## src/rtl/ws2812b_pkg.sv

```systemverilog
// Shared constants and state encoding for the WS2812B pixel serializer.
package ws2812b_pkg;

    localparam int unsigned BIT_PERIOD_DEFAULT     = 63;
    localparam int unsigned LATCH_DEFAULT          = 2800;
    localparam int unsigned BITS_PER_PIXEL_DEFAULT = 24;
    localparam int unsigned T0H_CLK_COUNTS         = 19;
    localparam int unsigned T1H_CLK_COUNTS         = 39;

    typedef enum logic [1:0] {
        IDLE  = 2'd0,
        SHIFT = 2'd1,
        LATCH = 2'd2
    } state_e;

    // Counter width for a modulus; never zero so single-count builds still elaborate.
    function automatic int unsigned cnt_width(input int unsigned modulus);
        return (modulus > 1) ? $clog2(modulus) : 1;
    endfunction

endpackage

```

## src/rtl/pixel_skid_buffer.sv

```systemverilog
// One-entry pixel holding register; a write in the same cycle as a read wins.
module pixel_skid_buffer #(
    parameter int unsigned WIDTH = 24
) (
    input  logic             clk,
    input  logic             reset_n,
    input  logic             wr_en,
    input  logic [WIDTH-1:0] wr_data,
    input  logic             wr_last,
    input  logic             rd_en,
    output logic             valid,
    output logic [WIDTH-1:0] data,
    output logic             last
);

    logic             valid_q, valid_d;
    logic [WIDTH-1:0] data_q, data_d;
    logic             last_q, last_d;

    always_comb begin
        valid_d = valid_q;
        data_d  = data_q;
        last_d  = last_q;
        if (rd_en) begin
            valid_d = 1'b0;
        end
        if (wr_en) begin
            valid_d = 1'b1;
            data_d  = wr_data;
            last_d  = wr_last;
        end
    end

    always_ff @(posedge clk) begin
        if (!reset_n) begin
            valid_q <= 1'b0;
            data_q  <= '0;
            last_q  <= 1'b0;
        end else begin
            valid_q <= valid_d;
            data_q  <= data_d;
            last_q  <= last_d;
        end
    end

    assign valid = valid_q;
    assign data  = data_q;
    assign last  = last_q;

endmodule

```

## src/rtl/ws2812b_pixel_serializer.sv

```systemverilog
// Turns a valid/ready GRB pixel stream into MSB-first trigger/bit pulses for the NRZ stage.
//   state | meaning
//   IDLE  | waiting for the first pixel of a frame
//   SHIFT | emitting one trigger per bit period
//   LATCH | trigger-free hold-off so the strip latches
module ws2812b_pixel_serializer
    import ws2812b_pkg::*;
#(
    parameter int unsigned BIT_PERIOD_CLK_COUNTS = BIT_PERIOD_DEFAULT,
    parameter int unsigned LATCH_CLK_COUNTS      = LATCH_DEFAULT,
    parameter int unsigned BITS_PER_PIXEL        = BITS_PER_PIXEL_DEFAULT
) (
    input  logic                      clk,
    input  logic                      reset_n,
    input  logic [BITS_PER_PIXEL-1:0] pixel_data,
    input  logic                      pixel_valid,
    input  logic                      pixel_last,
    output logic                      pixel_ready,
    output logic                      trigger,
    output logic                      bit_to_code,
    output logic                      busy,
    output logic                      frame_done,
    output logic                      underrun
);

    localparam int unsigned PER_W = cnt_width(BIT_PERIOD_CLK_COUNTS);
    localparam int unsigned LAT_W = cnt_width(LATCH_CLK_COUNTS);
    localparam int unsigned IDX_W = cnt_width(BITS_PER_PIXEL);
    localparam int unsigned MSB   = BITS_PER_PIXEL - 1;
    localparam logic [PER_W-1:0] PER_LAST = PER_W'(BIT_PERIOD_CLK_COUNTS - 1);
    localparam logic [LAT_W-1:0] LAT_LAST = LAT_W'(LATCH_CLK_COUNTS - 1);
    localparam logic [IDX_W-1:0] IDX_LAST = IDX_W'(BITS_PER_PIXEL - 1);

    state_e                    state_q, state_d;
    logic [PER_W-1:0]          per_cnt_q, per_cnt_d;
    logic [LAT_W-1:0]          lat_cnt_q, lat_cnt_d;
    logic [IDX_W-1:0]          bit_idx_q, bit_idx_d;
    logic [BITS_PER_PIXEL-1:0] shift_q, shift_d;
    logic                      cur_last_q, cur_last_d;
    logic                      last_seen_q, last_seen_d;
    logic                      bit_hold_q, bit_hold_d;
    logic                      frame_done_q, frame_done_d;
    logic                      rdy_en_q, rdy_en_d;

    logic                      accept, bit_end, pixel_end, lat_end, direct_load;
    logic                      buf_valid, buf_last, buf_wr, buf_rd;
    logic [BITS_PER_PIXEL-1:0] buf_data;

    assign accept    = pixel_valid && pixel_ready;
    assign bit_end   = (state_q == SHIFT) && (per_cnt_q == PER_LAST);
    assign pixel_end = bit_end && (bit_idx_q == IDX_LAST);
    assign lat_end   = (state_q == LATCH) && (lat_cnt_q == LAT_LAST);

    // An empty buffer at the boundary lets a same-cycle accept go straight to the shifter.
    assign direct_load = accept && ((state_q == IDLE) || (pixel_end && !buf_valid && !cur_last_q));
    assign buf_rd      = pixel_end && !cur_last_q && buf_valid;
    assign buf_wr      = accept && !direct_load;

    pixel_skid_buffer #(.WIDTH(BITS_PER_PIXEL)) u_skid (
        .clk     (clk),
        .reset_n (reset_n),
        .wr_en   (buf_wr),
        .wr_data (pixel_data),
        .wr_last (pixel_last),
        .rd_en   (buf_rd),
        .valid   (buf_valid),
        .data    (buf_data),
        .last    (buf_last)
    );

    always_ff @(posedge clk) begin
        if (!reset_n) begin
            state_q      <= IDLE;
            per_cnt_q    <= '0;
            lat_cnt_q    <= '0;
            bit_idx_q    <= '0;
            shift_q      <= '0;
            cur_last_q   <= 1'b0;
            last_seen_q  <= 1'b0;
            bit_hold_q   <= 1'b0;
            frame_done_q <= 1'b0;
            rdy_en_q     <= 1'b0;
        end else begin
            state_q      <= state_d;
            per_cnt_q    <= per_cnt_d;
            lat_cnt_q    <= lat_cnt_d;
            bit_idx_q    <= bit_idx_d;
            shift_q      <= shift_d;
            cur_last_q   <= cur_last_d;
            last_seen_q  <= last_seen_d;
            bit_hold_q   <= bit_hold_d;
            frame_done_q <= frame_done_d;
            rdy_en_q     <= rdy_en_d;
        end
    end

    always_comb begin
        state_d = state_q;
        unique case (state_q)
            IDLE:    if (accept) state_d = SHIFT;
            SHIFT:   if (pixel_end && (cur_last_q || !(buf_valid || accept))) state_d = LATCH;
            LATCH:   if (lat_end) state_d = IDLE;
            default: state_d = IDLE;
        endcase
    end

    always_comb begin
        per_cnt_d    = per_cnt_q;
        lat_cnt_d    = lat_cnt_q;
        bit_idx_d    = bit_idx_q;
        shift_d      = shift_q;
        cur_last_d   = cur_last_q;
        last_seen_d  = last_seen_q;
        bit_hold_d   = bit_hold_q;
        frame_done_d = lat_end;
        rdy_en_d     = 1'b1;

        if (state_q == SHIFT) begin
            per_cnt_d = bit_end ? '0 : per_cnt_q + 1'b1;
            lat_cnt_d = '0;
            if (bit_end) begin
                shift_d   = shift_q << 1;
                bit_idx_d = pixel_end ? '0 : bit_idx_q + 1'b1;
            end
        end
        if (state_q == LATCH) begin
            lat_cnt_d = lat_end ? '0 : lat_cnt_q + 1'b1;
        end
        if (buf_rd) begin
            shift_d    = buf_data;
            cur_last_d = buf_last;
        end
        if (direct_load) begin
            shift_d    = pixel_data;
            cur_last_d = pixel_last;
            per_cnt_d  = '0;
            bit_idx_d  = '0;
        end
        if (trigger) begin
            bit_hold_d = shift_q[MSB];
        end
        if (lat_end) begin
            last_seen_d = 1'b0;
        end
        if (accept && pixel_last) begin
            last_seen_d = 1'b1;
        end
    end

    always_comb begin
        trigger     = (state_q == SHIFT) && (per_cnt_q == '0);
        busy        = (state_q != IDLE);
        bit_to_code = (state_q == SHIFT) ? shift_q[MSB] : bit_hold_q;
    end

    // Ready stays low in the frame_done cycle so the next frame starts one cycle later.
    assign pixel_ready = rdy_en_q && !buf_valid && (state_q != LATCH) && !last_seen_q && !frame_done_q;
    assign underrun    = pixel_end && !cur_last_q && !buf_valid && !accept;
    assign frame_done  = frame_done_q;

endmodule

```

## config.mk

```make
export PLATFORM = sky130hd
export DESIGN_NAME = ws2812b_pixel_serializer
export DESIGN_NICKNAME = d
export VERILOG_FILES = /design/src/rtl/ws2812b_pkg.sv /design/src/rtl/pixel_skid_buffer.sv /design/src/rtl/ws2812b_pixel_serializer.sv
export SDC_FILE = /design/constraint.sdc
export NUM_CORES = 1
export LEC_CHECK = 0
export ABC_AREA = 0
export CAP_MARGIN = 30
export CORE_UTILIZATION = 51
export CTS_CLUSTER_SIZE = 16
export DETAILED_ROUTE_END_ITERATION = 16
export PLACE_DENSITY = 0.81
export SYNTH_ARGS = -nofsm -noshare
export SYNTH_HDL_FRONTEND = slang
export SYNTH_SLANG_ARGS = --single-unit
```

## constraint.sdc

```tcl
create_clock -name clk -period 1.8 [get_ports clk]
set_input_delay 0.36 -clock clk [delete_from_list [all_inputs] [get_ports clk]]
set_output_delay 0.36 -clock clk [all_outputs]
set_load 0.02 [all_outputs]
```

==> results of run 1 <==
## path summary, 6_finish.rpt
path | from | slack (ns) | to | cells past startpoint
hold / removal | u_skid.data[18] | 0.47 | shift_q[18] | 2
hold reg to reg | u_skid.data[18] | 0.47 | shift_q[18] | 2
setup / recovery | state_q[1] | -0.32 | shift_q[12] | 11
setup reg to reg | state_q[1] | -0.32 | shift_q[12] | 11
## layer usage
| layer | wire length (um) | vias up | GRT usage, % |
|---|---|---|---|
| met5 | 0 | - | 0 |
| met4 | 837 | 0 | 13.3 |
| met3 | 871 | 73 | 8.29 |
| met2 | 6230 | 213 | 54.3 |
| met1 | 4770 | 1774 | 34.8 |
| li1 | - | 1612 | - |
## what timing repair did
action | 4_1_cts | 5_1_grt
hold buffers | 0 | 0
setup endpoints to repair | 78 | 82
setup buffers | 18 | 10
gates resized for setup | 97 | 70
pin swaps | 26 | 24
gates cloned | 6 | 3
## cell usage after synthesis (2+ instances only)
cell type and count:
a21oi_1 12, a31oi_1 23, and2_1 2, and3_1 2, buf_2 14, buf_4 3, buf_6 3, clkbuf_1 6
dfxtp_1 80, ha_1 8, inv_1 10, mux2i_1 28, nand2_1 68, nand2b_1 2, nand3_1 5, nand3_2 2
nand4_1 7, nor2_1 22, nor2_2 2, nor2b_1 28, nor3_1 6, nor3b_1 2, o211a_1 2, o21ai_0 6
o221ai_1 23, or2_2 2, xnor2_1 6, xor2_1 9
## metrics by stage
step | TNS (ns) | hold slack (ns) | power (mW) | instance area [um2] | utilization (%)
after floorplan | 0 | 0.388 | 2.71 | 3660 | -
after global placement | -16.26 | 0.456 | 3.13 | 4470 | 65.1
after detailed placement | -18.13 | 0.461 | 3.17 | 4470 | 65.1
after CTS | -5.13 | 0.474 | 4.77 | 5240 | 76.2
after global routing | -15.59 | 0.496 | 5.21 | 5440 | 79.1
final | -12.22 | 0.472 | 5.04 | 5440 | 79.1
## power breakdown
group	total, mW	internal (mW)	switching [mW]
sequential	2.08	1.94	0.141
combinational	1.78	0.904	0.873
clock	1.18	0.553	0.631
total	5.04	3.40	1.65
## flip-flops by register name (all words and copies together), names as in the netlist, 2 cells and up
name and flops:
bit_idx_q 5, lat_cnt_q 12, per_cnt_q 6, shift_q 24, state_q 2, u_skid.data 24
## worst register-to-register path, delay by kind of cell, from the launching register on
| kind | cells | cell delay [ns] |
|---|---|---|
| AO/OA/AOI/OAI | 3 | 0.54 |
| buffers and inverters | 5 | 0.63 |
| AND/OR/NAND/NOR | 2 | 0.39 |
| flip-flops | 1 | 0.33 |
| adder cells (fa/ha/maj) | 1 | 0.15 |
## area by class of cell
type / count / area share, %
well taps: 96 / 2.21
multi-input cells: 286 / 43.7
flip-flops and latches: 80 / 29.6
inverters: 10 / 0.690
clock inverters: 1 / 0.0921
repair buffers: 111 / 20.8
clock buffers: 12 / 2.85
## cell families (layout without fill, tap and decap cells)
logic type,after synthesis,after routing,share of synthesized area [%]
AOI/OAI and AO/OA,72,72,14.0
buffers and inverters,36,134,5.11
and+or+nand+nor,161,162,22.7
DFF,80,80,43.9
adders and majority gates,8,8,2.74
xor gates and xnor gates,15,15,3.60
muxes,29,29,7.99
==> results.cfg, run 1 <==
[critical_path]
worstSetupStartpointType = register
crit_arrival_ns = 2.40
crit_path_max_incr_delay_ns = 0.33
critPathMaxFanout = 5
worstPathCellList = buf_6 -> ha_4 -> and4bb_1 -> nand2_2 -> buf_6 -> buf_6 -> o21ai_4 -> buf_6 -> buf_12 -> o221ai_2 -> a31oi_1
cp_top_family = buffers and inverters
required_ns = 2.07
critPathCaptureType = register
worst_path_max_delay_cell = dfxtp_2
worstSetupPathType = reg2reg
crit_buf_inv = 5
crit_top_cell = buf_6

[sta]
postLayoutSetupSlackWorst_ns = -0.324
period_needed_ns = 2.12
relSlewSlack_pct = 76.0
setup_viol = 67
grt_setup_unrepaired = yes
finClkSkew_ns = 0.0113
slew_viol_final = 0
fmax_mhz = 471
tightest_slew_ns = 0.359
fin_crit_sh_pct = 118
hold_violations = 0

[routing]
antenna_left = 0
drc_errors = 0
dr.pass1.iters = 6
first_iter_violations = 313
vias_per_cell = 6.16
vias = 3672
wl_per_cell_um = 21.3
postRouteWirelength_um = 12700

[placement]
dp_hpwl_um = 5390
dp_slack_ns = -0.450
gp_congestion = 0.803
portBuffers = 33
placed_cells = 558

[outcome]
status = complete, but fails checks
violations = negative setup slack

[floorplan]
core_area_mm2 = 0.00687
boundaryPins = 34
die-area_mm2 = 0.00750
dieHeight_um = 86.6
fp.dieW_um = 86.6
start_util_pct = 53.1
row_count = 30

[global_route]
grt_pass1_wl_um = 17400
grt.total_usage_pct = 30.7
overflow = 0
grt_pass1_vias = 3535
grt_antenna_before_repair = 0
grt_max_degree = 36

[synth]
ys_types = 46
synth.area.top_cells = dfxtp_1 44%, mux2i_1 7.7%, nand2_1 7.0%
syn_avg_cell_area_um2 = 9.10
synth_warnings = 0
ys_ff_latch = 80
synthesis.nets = 437
synth_edf_count = 0
synth_ff_type = dfxtp_1
synth_top_area_cell = dfxtp_1
synth_top_area_share_pct = 43.9
synth-seq-area-share_pct = 43.9
synthCells = 401
mappedNetlistArea_mm2 = 0.00365
ys_async_sr_fraction_pct = 0

[pwr]
leakage_nw = 1.92
powerDensity_mw_per_mm2 = 927
peakVddDrop_uv = 631

[finish]
multi_input_area_mm2 = 0.00238
regArea_mm2 = 0.00161
stdcell_count = 596
fillers = 355
drive_gt1_share_pct = 37.0
area_delta_synth_final_pct = 49.0
fin_nets = 534
mostFrequentLayoutCell = dfxtp_1
final_cell_mix = 76 x dfxtp_1, 65 x nand2_1, 47 x buf_4, 28 x clkdlybuf4s50_1, 27 x nor2b_1
antennaDiodeCount = 0

[clock_network]
path_clk_slew_ns = 0.08
root_buffer = clkbuf_8
cts_max_path_buffers = 2
clock-sinks = 80
cts_buffers = 9
htree_levels = 3
insertion_delay_ns = 0.36
cts_tree = yes

[job]
drv_cap = 0

[hold_path]
hp-class = reg2reg
(Power assumes the default switching activity.)
==> run 2, diff against run 1 <==
--- a/config.mk
+++ b/config.mk
@@ -10,7 +10,7 @@
 export CORE_UTILIZATION = 51
 export CTS_CLUSTER_SIZE = 16
 export DETAILED_ROUTE_END_ITERATION = 16
-export PLACE_DENSITY = 0.81
+export PLACE_DENSITY = 0.77
 export SYNTH_ARGS = -nofsm -noshare
 export SYNTH_HDL_FRONTEND = slang
 export SYNTH_SLANG_ARGS = --single-unit
==> run 2 against run 1 <==
  * Highest routed layer unchanged
  * Clock power is 28% higher
  * Critical endpoint is now shift_q[22]
  * Total power up 6.5%
  * Clock-buffer cell count shrank 3
  * The flow still finishes with violations (negative setup slack)
==> results.cfg, run 2 (synthesis results as in run 1) <==
[routing]
antenna_left = 0
first_iter_violations = 401
vias_per_cell = 6.10
vias = 3697
postRouteWirelength_um = 13400
wl_per_cell_um = 22.1
drc_errors = 0
dr.pass1.iters = 5

[global_route]
grt_max_degree = 40
grt_pass1_vias = 3708
grt_antenna_before_repair = 0
grt.total_usage_pct = 31.8
overflow = 0
grt_pass1_wl_um = 18200

[clock_network]
path_clk_slew_ns = 0.09
root_buffer = clkbuf_8
cts_tree = yes
cts_hold_buffers = 0
clock-sinks = 80
cts_buffers = 9
insertion_delay_ns = 0.36
htree_levels = 3
cts_max_path_buffers = 2

[floorplan]
fp.dieW_um = 86.6
die-area_mm2 = 0.00750
boundaryPins = 34
dieHeight_um = 86.6
start_util_pct = 53.1
row_count = 30
core_area_mm2 = 0.00687

[finish]
drive_gt1_share_pct = 39.0
fillers = 342
fin_nets = 541
final_cell_mix = 74 x dfxtp_1, 66 x nand2_1, 52 x buf_4, 28 x nor2b_1, 27 x clkdlybuf4s50_1
antennaDiodeCount = 0
mostFrequentLayoutCell = dfxtp_1
area_delta_synth_final_pct = 56.3

[sta]
period_needed_ns = 2.18
slew_viol_final = 0
tns_ns = -15.33
grt_setup_unrepaired = yes
hold_violations = 0
hold_slack_ns = 0.479
finClkSkew_ns = 0.0159
fin_crit_sh_pct = 121
fmax_mhz = 459
tightest_slew_ns = 0.381
relSlewSlack_pct = 74.6
setup_viol = 68
postLayoutSetupSlackWorst_ns = -0.376

[placement]
portBuffers = 33
gp_congestion = 0.844
dp_hpwl_um = 5450

[critical_path]
crit_arrival_ns = 2.44
critPathMaxFanout = 6
required_ns = 2.06
worstSetupPathType = reg2reg
critPathCaptureType = register
worstSetupStartpointType = register

[hold_path]
hp-class = reg2reg

[pwr]
powerDensity_mw_per_mm2 = 942
peakVddDrop_uv = 690
leakage_nw = 2.03

[outcome]
violations = negative setup slack
status = complete, but fails checks

[job]
drv_cap = 0
run 2: layer usage:
layer,global-route usage [%],vias to the layer above,share of wire [%]
met5,0,-,0
li1,-,1621,-
met3,7.90,73,8.5
met2,54.5,225,47
met1,36.9,1778,39
met4,16.1,0,5.1
run 2: final timing paths:
check	startpoint	to	slack (ns)	cells past startpoint
max	state_q[0]	shift_q[22]	-0.38	10
min	u_skid.data[16]	shift_q[16]	0.48	2
max reg2reg	state_q[0]	shift_q[22]	-0.38	10
min reg2reg	u_skid.data[16]	shift_q[16]	0.48	2
run 2: final cells by class:
class	count	area, um2	area share (%)
sequential	80	1610	28.3
inverter	10	40.0	0.702
multi-input combinational	285	2390	42.0
clock buffer	9	124	2.17
timing repair buffer	119	1320	23.1
tap	96	120	2.11
clock inverter	7	96.3	1.69
run 2: where the power goes:
part           internal [mW]  switching (mW)
sequential              1.94           0.154
combinational          0.906           0.862
clock                  0.781           0.727
total                   3.63            1.74
run 2: worst max-delay path: stages (launching register included):
cell,delay [ns]
dfxtp_4,0.40
inv_4,0.05
ha_4,0.15
and4bb_2,0.33
nand2_2,0.09
buf_6,0.13
buf_6,0.11
o21ai_4,0.24
buf_6,0.20
o221ai_2,0.09
a31oi_1,0.26
run 2: stage by stage:
stage / utilization (%) / instance area [um2] / total power, mW / setup slack (ns) / instances
floorplan: - / 3660 / 2.71 / 0.00818 / 401
global placement: 65.1 / 4470 / 3.15 / -0.348 / 559
detailed placement: 65.1 / 4470 / 3.19 / -0.422 / 559
CTS: 77.4 / 5320 / 5.00 / -0.298 / 602
global route: 83.0 / 5700 / 5.52 / -0.406 / 606
finish: 83.0 / 5700 / 5.37 / -0.376 / 606
run 2: repair_timing:
| item | 4_1_cts | 5_1_grt |
|---|---|---|
| pin swaps | 26 | 33 |
| buffers inserted | 20 | 5 |
| gates resized for setup | 88 | 79 |
| cloned | 8 | 4 |
| endpoints found under the setup margin | 67 | 80 |
